## src/rtl/hyperbus_pkg.sv

```systemverilog
// Shared types and constants for the HyperBus arbiter slice.
package hyperbus_pkg;

  localparam int unsigned DATA_W      = 16;
  localparam int unsigned ADR_W       = 32;
  localparam int unsigned TIMEOUT_DEF = 255;

  typedef enum logic [4:0] {
    S_IDLE   = 5'b00001,
    S_ISSUE  = 5'b00010,
    S_ACTIVE = 5'b00100,
    S_DRAIN  = 5'b01000,
    S_FAULT  = 5'b10000
  } state_e;

  // Command latched from the winning requester and presented to the controller.
  typedef struct packed {
    logic [ADR_W-1:0]  adr;
    logic [DATA_W-1:0] dat;
    logic              rg;
    logic              we;
  } cmd_t;

endpackage

```

## src/rtl/hyperbus_rr_pick.sv

```systemverilog
// Combinational rotating-priority picker: searches from last+1 upward, wrapping to 0.
module hyperbus_rr_pick #(
  parameter int unsigned NREQ = 2,
  parameter int unsigned LW   = $clog2(NREQ)
) (
  input  logic [NREQ-1:0] req_i,
  input  logic [LW-1:0]   last_i,
  output logic [LW-1:0]   grant_o,
  output logic            any_o
);

  int unsigned idx;

  always_comb begin
    grant_o = '0;
    any_o   = 1'b0;
    idx     = 0;
    for (int unsigned k = 1; k <= NREQ; k++) begin
      idx = 32'(last_i) + k;
      if (idx >= NREQ) begin
        idx = idx - NREQ;
      end
      if (!any_o && req_i[LW'(idx)]) begin
        any_o   = 1'b1;
        grant_o = LW'(idx);
      end
    end
  end

endmodule

```

## src/rtl/hyperbus_arbiter.sv

```systemverilog
// Round-robin arbiter and single-outstanding transaction sequencer in front of the
// hyperbus controller, with a transaction watchdog and a sticky fault state.
module hyperbus_arbiter
  import hyperbus_pkg::*;
#(
  parameter int unsigned NREQ    = 2,
  parameter int unsigned TIMEOUT = TIMEOUT_DEF
) (
  input  logic                   clk,
  input  logic                   rstn,
  input  logic [NREQ-1:0]        req_valid,
  input  logic [NREQ-1:0]        req_we,
  input  logic [NREQ-1:0]        req_reg,
  input  logic [NREQ*ADR_W-1:0]  req_adr,
  input  logic [NREQ*DATA_W-1:0] req_wdat,
  output logic [NREQ-1:0]        req_ack,
  output logic [NREQ-1:0]        rsp_valid,
  output logic [NREQ-1:0]        rsp_err,
  output logic [DATA_W-1:0]      rsp_rdat,
  output logic [ADR_W-1:0]       m_adr,
  output logic [DATA_W-1:0]      m_dat,
  output logic                   m_reg,
  output logic                   m_rrq,
  output logic                   m_wrq,
  input  logic [DATA_W-1:0]      m_dat_o,
  input  logic                   m_dvalid,
  input  logic                   m_dready,
  input  logic                   m_busy,
  input  logic                   m_error,
  output logic                   fault_o
);

  localparam int unsigned LW   = $clog2(NREQ);
  localparam int unsigned WD_W = $clog2(TIMEOUT + 1);

  state_e              state_q, state_d;
  cmd_t                cmd_q, cmd_d;
  logic [NREQ-1:0]     ack_q, ack_d;
  logic [NREQ-1:0]     rspv_q, rspv_d;
  logic [NREQ-1:0]     rspe_q, rspe_d;
  logic [DATA_W-1:0]   rdat_q, rdat_d;
  logic                rrq_q, rrq_d;
  logic                wrq_q, wrq_d;
  logic                fault_q, fault_d;
  logic                pend_q, pend_d;
  logic [LW-1:0]       last_q, last_d;
  logic [LW-1:0]       own_q, own_d;
  logic [WD_W-1:0]     wd_q, wd_d;

  logic [LW-1:0]       win_c;
  logic                any_c;
  logic                abort_c;
  logic                go_fault_c;

  hyperbus_rr_pick #(
    .NREQ (NREQ),
    .LW   (LW)
  ) u_pick (
    .req_i   (req_valid),
    .last_i  (last_q),
    .grant_o (win_c),
    .any_o   (any_c)
  );

  // Watchdog fires on the cycle its count would reach zero.
  assign abort_c = m_error || (wd_q <= WD_W'(1));

  always_comb begin
    state_d    = state_q;
    cmd_d      = cmd_q;
    ack_d      = '0;
    rspv_d     = '0;
    rspe_d     = '0;
    rdat_d     = rdat_q;
    rrq_d      = rrq_q;
    wrq_d      = wrq_q;
    fault_d    = fault_q;
    pend_d     = pend_q;
    last_d     = last_q;
    own_d      = own_q;
    wd_d       = wd_q;
    go_fault_c = 1'b0;

    if ((state_q != S_IDLE) && (state_q != S_FAULT) && (wd_q != '0)) begin
      wd_d = wd_q - WD_W'(1);
    end

    unique case (state_q)
      S_IDLE: begin
        if (any_c && !m_busy) begin
          ack_d[win_c] = 1'b1;
          last_d       = win_c;
          own_d        = win_c;
          cmd_d.adr    = req_adr[win_c*ADR_W +: ADR_W];
          cmd_d.dat    = req_wdat[win_c*DATA_W +: DATA_W];
          cmd_d.rg     = req_reg[win_c];
          cmd_d.we     = req_we[win_c];
          rrq_d        = ~req_we[win_c];
          wrq_d        = req_we[win_c];
          wd_d         = WD_W'(TIMEOUT);
          state_d      = S_ISSUE;
        end
      end
      S_ISSUE: begin
        if (abort_c) begin
          go_fault_c = 1'b1;
        end else if (m_busy) begin
          state_d = S_ACTIVE;
        end
      end
      S_ACTIVE: begin
        if (abort_c) begin
          go_fault_c = 1'b1;
        end else if ((!cmd_q.we && m_dvalid) || (cmd_q.we && m_dready)) begin
          rspv_d[own_q] = 1'b1;
          if (!cmd_q.we) begin
            rdat_d = m_dat_o;
          end
          rrq_d   = 1'b0;
          wrq_d   = 1'b0;
          state_d = S_DRAIN;
        end
      end
      S_DRAIN: begin
        if (abort_c) begin
          go_fault_c = 1'b1;
        end else if (!m_busy) begin
          state_d = S_IDLE;
        end
      end
      S_FAULT: begin
        // Fail every request: ack one cycle, error response the next.
        if (pend_q) begin
          rspv_d[own_q] = 1'b1;
          rspe_d[own_q] = 1'b1;
          pend_d        = 1'b0;
        end else if (any_c) begin
          ack_d[win_c] = 1'b1;
          last_d       = win_c;
          own_d        = win_c;
          pend_d       = 1'b1;
        end
      end
      default: state_d = S_IDLE;
    endcase

    if (go_fault_c) begin
      rspv_d[own_q] = 1'b1;
      rspe_d[own_q] = 1'b1;
      rrq_d         = 1'b0;
      wrq_d         = 1'b0;
      fault_d       = 1'b1;
      state_d       = S_FAULT;
    end
  end

  always_ff @(posedge clk or negedge rstn) begin
    if (!rstn) begin
      state_q <= S_IDLE;
      cmd_q   <= '0;
      ack_q   <= '0;
      rspv_q  <= '0;
      rspe_q  <= '0;
      rdat_q  <= '0;
      rrq_q   <= 1'b0;
      wrq_q   <= 1'b0;
      fault_q <= 1'b0;
      pend_q  <= 1'b0;
      last_q  <= LW'(NREQ - 1);
      own_q   <= '0;
      wd_q    <= '0;
    end else begin
      state_q <= state_d;
      cmd_q   <= cmd_d;
      ack_q   <= ack_d;
      rspv_q  <= rspv_d;
      rspe_q  <= rspe_d;
      rdat_q  <= rdat_d;
      rrq_q   <= rrq_d;
      wrq_q   <= wrq_d;
      fault_q <= fault_d;
      pend_q  <= pend_d;
      last_q  <= last_d;
      own_q   <= own_d;
      wd_q    <= wd_d;
    end
  end

  assign req_ack   = ack_q;
  assign rsp_valid = rspv_q;
  assign rsp_err   = rspe_q;
  assign rsp_rdat  = rdat_q;
  assign m_adr     = cmd_q.adr;
  assign m_dat     = cmd_q.dat;
  assign m_reg     = cmd_q.rg;
  assign m_rrq     = rrq_q;
  assign m_wrq     = wrq_q;
  assign fault_o   = fault_q;

endmodule

```

## config.mk

```make
export PLATFORM = sky130hd
export DESIGN_NAME = hyperbus_arbiter
export DESIGN_NICKNAME = d
export VERILOG_FILES = /design/src/rtl/hyperbus_pkg.sv /design/src/rtl/hyperbus_rr_pick.sv /design/src/rtl/hyperbus_arbiter.sv
export SDC_FILE = /design/constraint.sdc
export NUM_CORES = 1
export LEC_CHECK = 0
export ABC_AREA = 1
export ABC_CLOCK_PERIOD_IN_PS = 1700
export BUFFER_PORTS_ARGS = -buffer_cell sky130_fd_sc_hd__buf_2
export CAP_MARGIN = 20
export CORE_MARGIN = 1.5
export CORE_UTILIZATION = 43
export DETAILED_ROUTE_END_ITERATION = 7
export GPL_TIMING_DRIVEN = 0
export HOLD_SLACK_MARGIN = 0.06
export PLACE_DENSITY = 0.76
export SETUP_SLACK_MARGIN = 0.4
export SKIP_LAST_GASP = 1
export SYNTH_ARGS = -nofsm -noshare
export SYNTH_HDL_FRONTEND = slang
export SYNTH_SLANG_ARGS = --single-unit
export TNS_END_PERCENT = 100
```

## constraint.sdc

```tcl
create_clock -name clk -period 1.7 [get_ports clk]
set_clock_uncertainty 0.2 [all_clocks]
set_input_delay 0 -clock clk [delete_from_list [all_inputs] [get_ports clk]]
set_output_delay 0 -clock clk [all_outputs]
set_load 0.005 [all_outputs]
```

==> flow_summary.toml, run 1 <==
[setup_path]
critPathRequiredTime_ns = 1.79
cpPeakStageDelay_ns = 0.44
cp.arrival_ns = 1.97
slowest_stage = "dfrtp_2"
cpMostUsedCell = "nor2_4"
worstPathCellList = "nor2_4, nand4_4, nor2_4, buf_12, clkbuf_16, nor2_1, a31oi_4"
endpoint_kind = "register"
crit_type = "register to register"
path_max_fanout = 8
startpoint = "state_q[3]"
start_kind = "register"
rr_startpoint = "state_q[3]"

[placement]
io_buffers = 197
dp_hpwl_um = 9240
gp_congestion = 0.874
dpl_worst_slack_ns = -0.183

[timing]
hold_violations = 38
slew_headroom_pct = 64.4
rsz0062_at_grt = "true"
fin_crit_ns = 1.88
fmax_mhz = 532
fin_setup_tns_ns = -6.97
fin_crit_sh_pct = 111
hold-worst-slack_ns = -0.0597
finalSetupViolations = 89
drv_slew = 0
worst_slew_pin_slew_ns = 0.533
setup_ws_ns = -0.179

[layout]
final_layout_size_suffix_gt1_share_pct = 46.2
synthToLayoutAreaGrowth_pct = 79.4
nFillCells = 571
layout_common_cells = "buf_2, nand2_1, dlygate4sd3_1, dfrtp_1, buf_4"
fin_nets = 1047
final_common_cell = "buf_2"
largest_reg_flops = 32

[floorplan]
die_h_um = 106
io_pins = 198
rows = 37
die_area_um2 = 11200
die_x_um = 106
coreArea_um2 = 10300
initial_utilization_pct = 44.3

[clocking]
clock_latency_ns = 0.36
cts_hold_buffers = 120
path_clk_slew_ns = 0.09
cts_sinks = 91
clock_path_buffers = 2
cts_htree_levels = 3
cts_tree = "done"
numCtsBuffers = 9
cts_root_buf = "clkbuf_8"

[synthesis]
synth_seq_area_share_pct = 50.1
synth_seq_cells = 91
synth_warnings = 0
avgSynthCellArea_um2 = 8.27
synth.distinct_cells = 30
syn-num-nets = 677
syn_area_um2 = 4550
synthCells = 550

[flow_run]
drv_cap = 0

[route]
route.vias.total = 5671
ant_nets = 0
route.detailed.wl_per_inst_um = 18.3
drc_errors = 2
drtPass1Iterations = 8
drtIter0Drc = 430
via_per_inst = 5.34
wirelength_um = 19500

[global_route]
grt_pass1_wl_um = 27300
grt_pass1_vias = 5706
gr-usage-all-layers_pct = 31.3
grt.overflow.total = 0
grt_max_degree = 54
antenna_found_initial = 1

[power]
switching_power_mw = 4.90
combPwrFrac_pct = 54.8
p_int_mw = 7.57
power.density_nw_per_um2 = 1530
pwr-share-seq_pct = 31.7
p_leak_nw = 4.10
switching_share_pct = 39.3
clock_power_share_pct = 13.6
ir_drop_uv = 849

[status]
failed_checks = "design-rule violations, negative hold slack, negative setup slack"
status = "finished, violations left"

[hold_path]
hp-class = "input port to asynchronous set/reset pin"
==> cells by family (layout without fill, tap and decap cells) <==
family,after synthesis,after routing,synth area share [%]
DFF,91,91,50.1
muxes,1,1,0.220
AOI/OAI and AO/OA,80,80,10.4
and+or+nand+nor,258,258,23.5
buffers and inverters,113,488,14.1
adders and majority gates,3,3,0.825
xor gates and xnor gates,4,4,0.770
other,0,1,0
==> power groups by stage <==
stage	clock [mW]	sequential [mW]	combinational [mW]
floorplan	0	3.67	3.16
CTS	1.69	3.76	5.85
detailed placement	0	3.78	4.75
global placement	0	3.73	4.60
global route	1.80	4.04	7.29
finish	1.69	3.95	6.83
==> per-layer routing <==
metal,GRT usage (%),vias up,share of wire [%]
li1,-,2465,-
met2,56.5,433,50
met3,7.67,123,8.5
met4,16.1,0,6.3
met5,0,-,0
met1,33.9,2650,35
==> worst paths after layout <==
path	slack (ns)	cells after the start	to
max	-0.18	7	m_adr[12]
min	-0.06	2	state_q[4]
max reg2reg	-0.18	7	m_adr[12]
min reg2reg	0.27	2	last_q
max in group asynchronous	0.69	3	state_q[0]
min in group clk	-0.04	5	m_rrq
==> synth_stat cells <==
master,number,area [um2]
nand2_1,159,597
dfrtp_1,89,2230
nor2_1,68,255
a31oi_1,51,319
buf_4,49,368
inv_1,39,146
o21ai_0,22,110
nand3_1,13,65.1
buf_2,10,50.1
clkbuf_1,9,33.8
nand4_1,6,37.5
o211ai_1,4,30.0
a21oi_1,3,15.0
buf_6,3,33.8
ha_1,3,37.5
or2_2,3,18.8
xor2_1,3,26.3
dfstp_2,2,52.6
nand3_2,2,20.0
nor2_4,2,22.5
buf_1,1,3.75
clkinv_1,1,3.75
inv_2,1,3.75
mux2i_1,1,10.0
nand3b_1,1,7.51
nand4_2,1,12.5
nand4_4,1,21.3
nor2_2,1,6.26
or2_0,1,6.26
xnor2_1,1,8.76
==> what timing repair did <==
item,4_1_cts,5_1_grt
setup buffers,24,8
pin swaps,8,13
setup endpoints to repair,91,91
gates resized for setup,73,62
gates cloned,6,3
hold endpoints to repair,177,41
==> layout make-up <==
type | instances | area (um2) | area share, %
Timing Repair Buffer | 359 | 2700 | 33.1
Sequential cell | 91 | 2280 | 28.0
Multi-Input combinational cell | 346 | 2010 | 24.7
Buffer | 72 | 597 | 7.31
Tap cell | 136 | 170 | 2.09
Inverter | 41 | 168 | 2.05
Clock buffer | 9 | 124 | 1.52
Clock inverter | 7 | 101 | 1.24
Antenna cell | 1 | 2.50 | 0.0307
==> through the flow <==
stage | power (mW) | instances | util [%] | cell area (um2)
finish | 12.5 | 1062 | 79.4 | 8160
global route | 13.1 | 1062 | 79.4 | 8160
CTS | 11.3 | 1050 | 75.8 | 7790
detailed placement | 8.53 | 884 | 56.8 | 5840
global placement | 8.33 | 883 | 56.5 | 5810
floorplan | 6.84 | 550 | - | 4650
==> worst max-delay path: cells and delay by family, from the launching register on <==
| kind | cells | cell delay (ns) |
|---|---|---|
| and+or+nand+nor | 4 | 0.63 |
| buffers and inverters | 2 | 0.35 |
| DFF | 1 | 0.44 |
| AOI/OAI and AO/OA | 1 | 0.18 |
(Power assumes the default switching activity.)
==> run 2: changes to the inputs <==
--- a/config.mk
+++ b/config.mk
@@ -5,16 +5,16 @@
 export SDC_FILE = /design/constraint.sdc
 export NUM_CORES = 1
 export LEC_CHECK = 0
-export ABC_AREA = 1
 export ABC_CLOCK_PERIOD_IN_PS = 1700
 export BUFFER_PORTS_ARGS = -buffer_cell sky130_fd_sc_hd__buf_2
 export CAP_MARGIN = 20
 export CORE_MARGIN = 1.5
-export CORE_UTILIZATION = 43
+export CORE_UTILIZATION = 44
 export DETAILED_ROUTE_END_ITERATION = 7
 export GPL_TIMING_DRIVEN = 0
 export HOLD_SLACK_MARGIN = 0.06
-export PLACE_DENSITY = 0.76
+export PLACE_DENSITY = 0.77
+export RECOVER_POWER = 50
 export SETUP_SLACK_MARGIN = 0.4
 export SKIP_LAST_GASP = 1
 export SYNTH_ARGS = -nofsm -noshare
==> run 2 against run 1 <==
  * The run ends with negative hold slack, negative setup slack left
  * Core utilization rose by 6.7 points
  * Final area rose by 9.0%
  * Critical endpoint is now rsp_rdat[10]
  * Clock-buffer cell count rose by 3
  * Global-route usage rose by 3.0 points
  * Total power rose by 9.1%
  * Sequential share of layout area fell by 2.3 points
  * Synthesized area rose by 3.3%
  * Cell count fell by 10%
==> flow_summary.toml, run 2 <==
[status]
status = "finished, violations left"
failed_checks = "negative hold slack, negative setup slack"

[power]
power.density_nw_per_um2 = 1530
p_leak_nw = 4.34
power.total_mw = 13.6
ir_drop_uv = 991

[route]
wirelength_um = 25700
route.detailed.wl_per_inst_um = 27.0
drtPass1Iterations = 6
ant_nets = 0
via_per_inst = 5.98
drtIter0Drc = 593
route.vias.total = 5700
drc_errors = 0

[global_route]
gr-usage-all-layers_pct = 34.3
grt_max_degree = 49
grt.overflow.total = 0
antenna_found_initial = 0
grt_pass1_vias = 5495
grt_pass1_wl_um = 29400

[floorplan]
die_area_um2 = 11300
io_pins = 198
die_x_um = 106
die_h_um = 106
coreArea_um2 = 10300
rows = 37
initial_utilization_pct = 45.5

[setup_path]
path_max_fanout = 8
cp.arrival_ns = 2.36
endpoint_kind = "register"
start_kind = "register"
critPathRequiredTime_ns = 1.76
crit_type = "register to register"

[clocking]
cts_sinks = 91
clock_path_buffers = 2
path_clk_slew_ns = 0.10
clock_latency_ns = 0.38
numCtsBuffers = 9
cts_htree_levels = 3
cts_tree = "done"
cts_hold_buffers = 120
cts_root_buf = "clkbuf_8"

[layout]
final_common_cell = "buf_2"
multi_input_area_um2 = 2790
largest_reg_flops = 32
final_layout_size_suffix_gt1_share_pct = 59.3
layout_common_cells = "buf_2, dlygate4sd3_1, dfrtp_1, buf_4, mux2i_1"
fin_nets = 939
register_area_um2 = 2280
nFillCells = 411
synthToLayoutAreaGrowth_pct = 89.1

[placement]
dp_hpwl_um = 8980
gp_congestion = 0.832
dpl_worst_slack_ns = -0.688
io_buffers = 197

[timing]
fin_crit_ns = 2.30
fin_crit_sh_pct = 135
rsz0062_at_grt = "true"
drv_slew = 0
fmax_mhz = 435
worst_slew_pin_slew_ns = 1.15
setup_ws_ns = -0.601
hold-worst-slack_ns = -0.122
fin_setup_tns_ns = -30.68
hold_violations = 6
finalSetupViolations = 91
slew_headroom_pct = 23.5

[synthesis]
synth_seq_area_share_pct = 48.5
synthCells = 439
ys_async_sr_fraction_pct = 100
netlist_top_cells_area = "dfrtp_1, mux2i_1, buf_4, o21ai_0, nand2_1"
syn-num-nets = 566
avgSynthCellArea_um2 = 10.7
synth_edf_count = 0
yosysTopAreaCell = "dfrtp_1"
yosysMostFrequentCell = "dfrtp_1"
synthFlopType = "dfrtp_1"
synth_warnings = 0
synth_seq_cells = 91
synthTopCellsByCount = "dfrtp_1, o21ai_0, nand2_1"
yosys.area.top_type_share_pct = 47.4
syn_area_um2 = 4700
synth.distinct_cells = 56

[hold_path]
hp-class = "input port to register"

[flow_run]
drv_cap = 0
run 2: cell types whose count changed after synthesis, sizes merged, moves of 4 or more:
cell / previous run / this run
a31oi: 51 / 4
inv: 40 / 7
mux2: 0 / 17
mux2i: 1 / 52
nand2: 159 / 54
nand3: 15 / 8
nand4: 8 / 2
nor2: 71 / 10
nor3: 0 / 5
o21ai: 22 / 60
or4: 0 / 4
run 2: routing by layer:
layer / track usage (%) / wire length (um)
met1: 35.9 / 8590
met2: 61.4 / 12500
met3: 6.87 / 2410
met4: 23.8 / 2250
met5: 0 / 0
run 2: power breakdown:
| part | leakage [nW] | internal, mW | switching, mW | total (mW) |
|---|---|---|---|---|
| clock | 0.0991 | 0.761 | 0.855 | 1.62 |
| combinational | 3.10 | 4.17 | 3.83 | 8.00 |
| sequential | 1.14 | 3.00 | 0.989 | 3.99 |
run 2: cells by family after synthesis:
family,synth area share [%]
muxes,15.9
xor gates and xnor gates,0.373
adders and majority gates,0.799
buffers and inverters,11.1
and+or+nand+nor,12.3
DFF,48.5
AOI/OAI and AO/OA,11.0
run 2: per-stage QoR:
stage | std cells | instance area, um2 | util [%]
floorplan | 439 | 4850 | -
detailed placement | 773 | 6040 | 58.5
finish | 953 | 8890 | 86.1
global placement | 772 | 6010 | 58.2
global route | 952 | 8890 | 86.1
CTS | 944 | 8350 | 80.9
run 2: final timing paths:
path	start	endpoint	slack, ns	cells after the start
max in group asynchronous	rstn	state_q[0]	0.15	3
max reg2reg	wd_q[0]	rsp_rdat[10]	-0.60	8
min in group asynchronous	rstn	m_adr[18]	0.18	2
max	wd_q[0]	rsp_rdat[10]	-0.60	8
min reg2reg	fault_o	fault_o	0.28	1
min	m_error	state_q[0]	-0.12	4
run 2: critical path, cell delays in order (launching register included):
cell and delay, ns:
dfrtp_2 0.46, inv_2 0.08, ha_4 0.16, or2_4 0.25, a31o_4 0.24, nor3_4 0.17, buf_12 0.17, clkbuf_16 0.15
mux2_4 0.30
run 2: layout make-up:
cell class                 count  share of cell area (%)
antenna                        1                  0.0281
buffer                        72                    7.94
clock buffer                  12                    1.75
clock inverter                 3                   0.521
inverter                       7                   0.296
multi-input combinational    269                    31.4
sequential                    91                    25.7
tap                          136                    1.91
timing repair buffer         362                    30.5
run 2: repair_timing:
item	in CTS	in global routing
buffers inserted	27	7
pin swaps	30	21
resized for setup	129	124
setup endpoints to repair	91	92
gates cloned	9	1
hold endpoints to repair	171	51
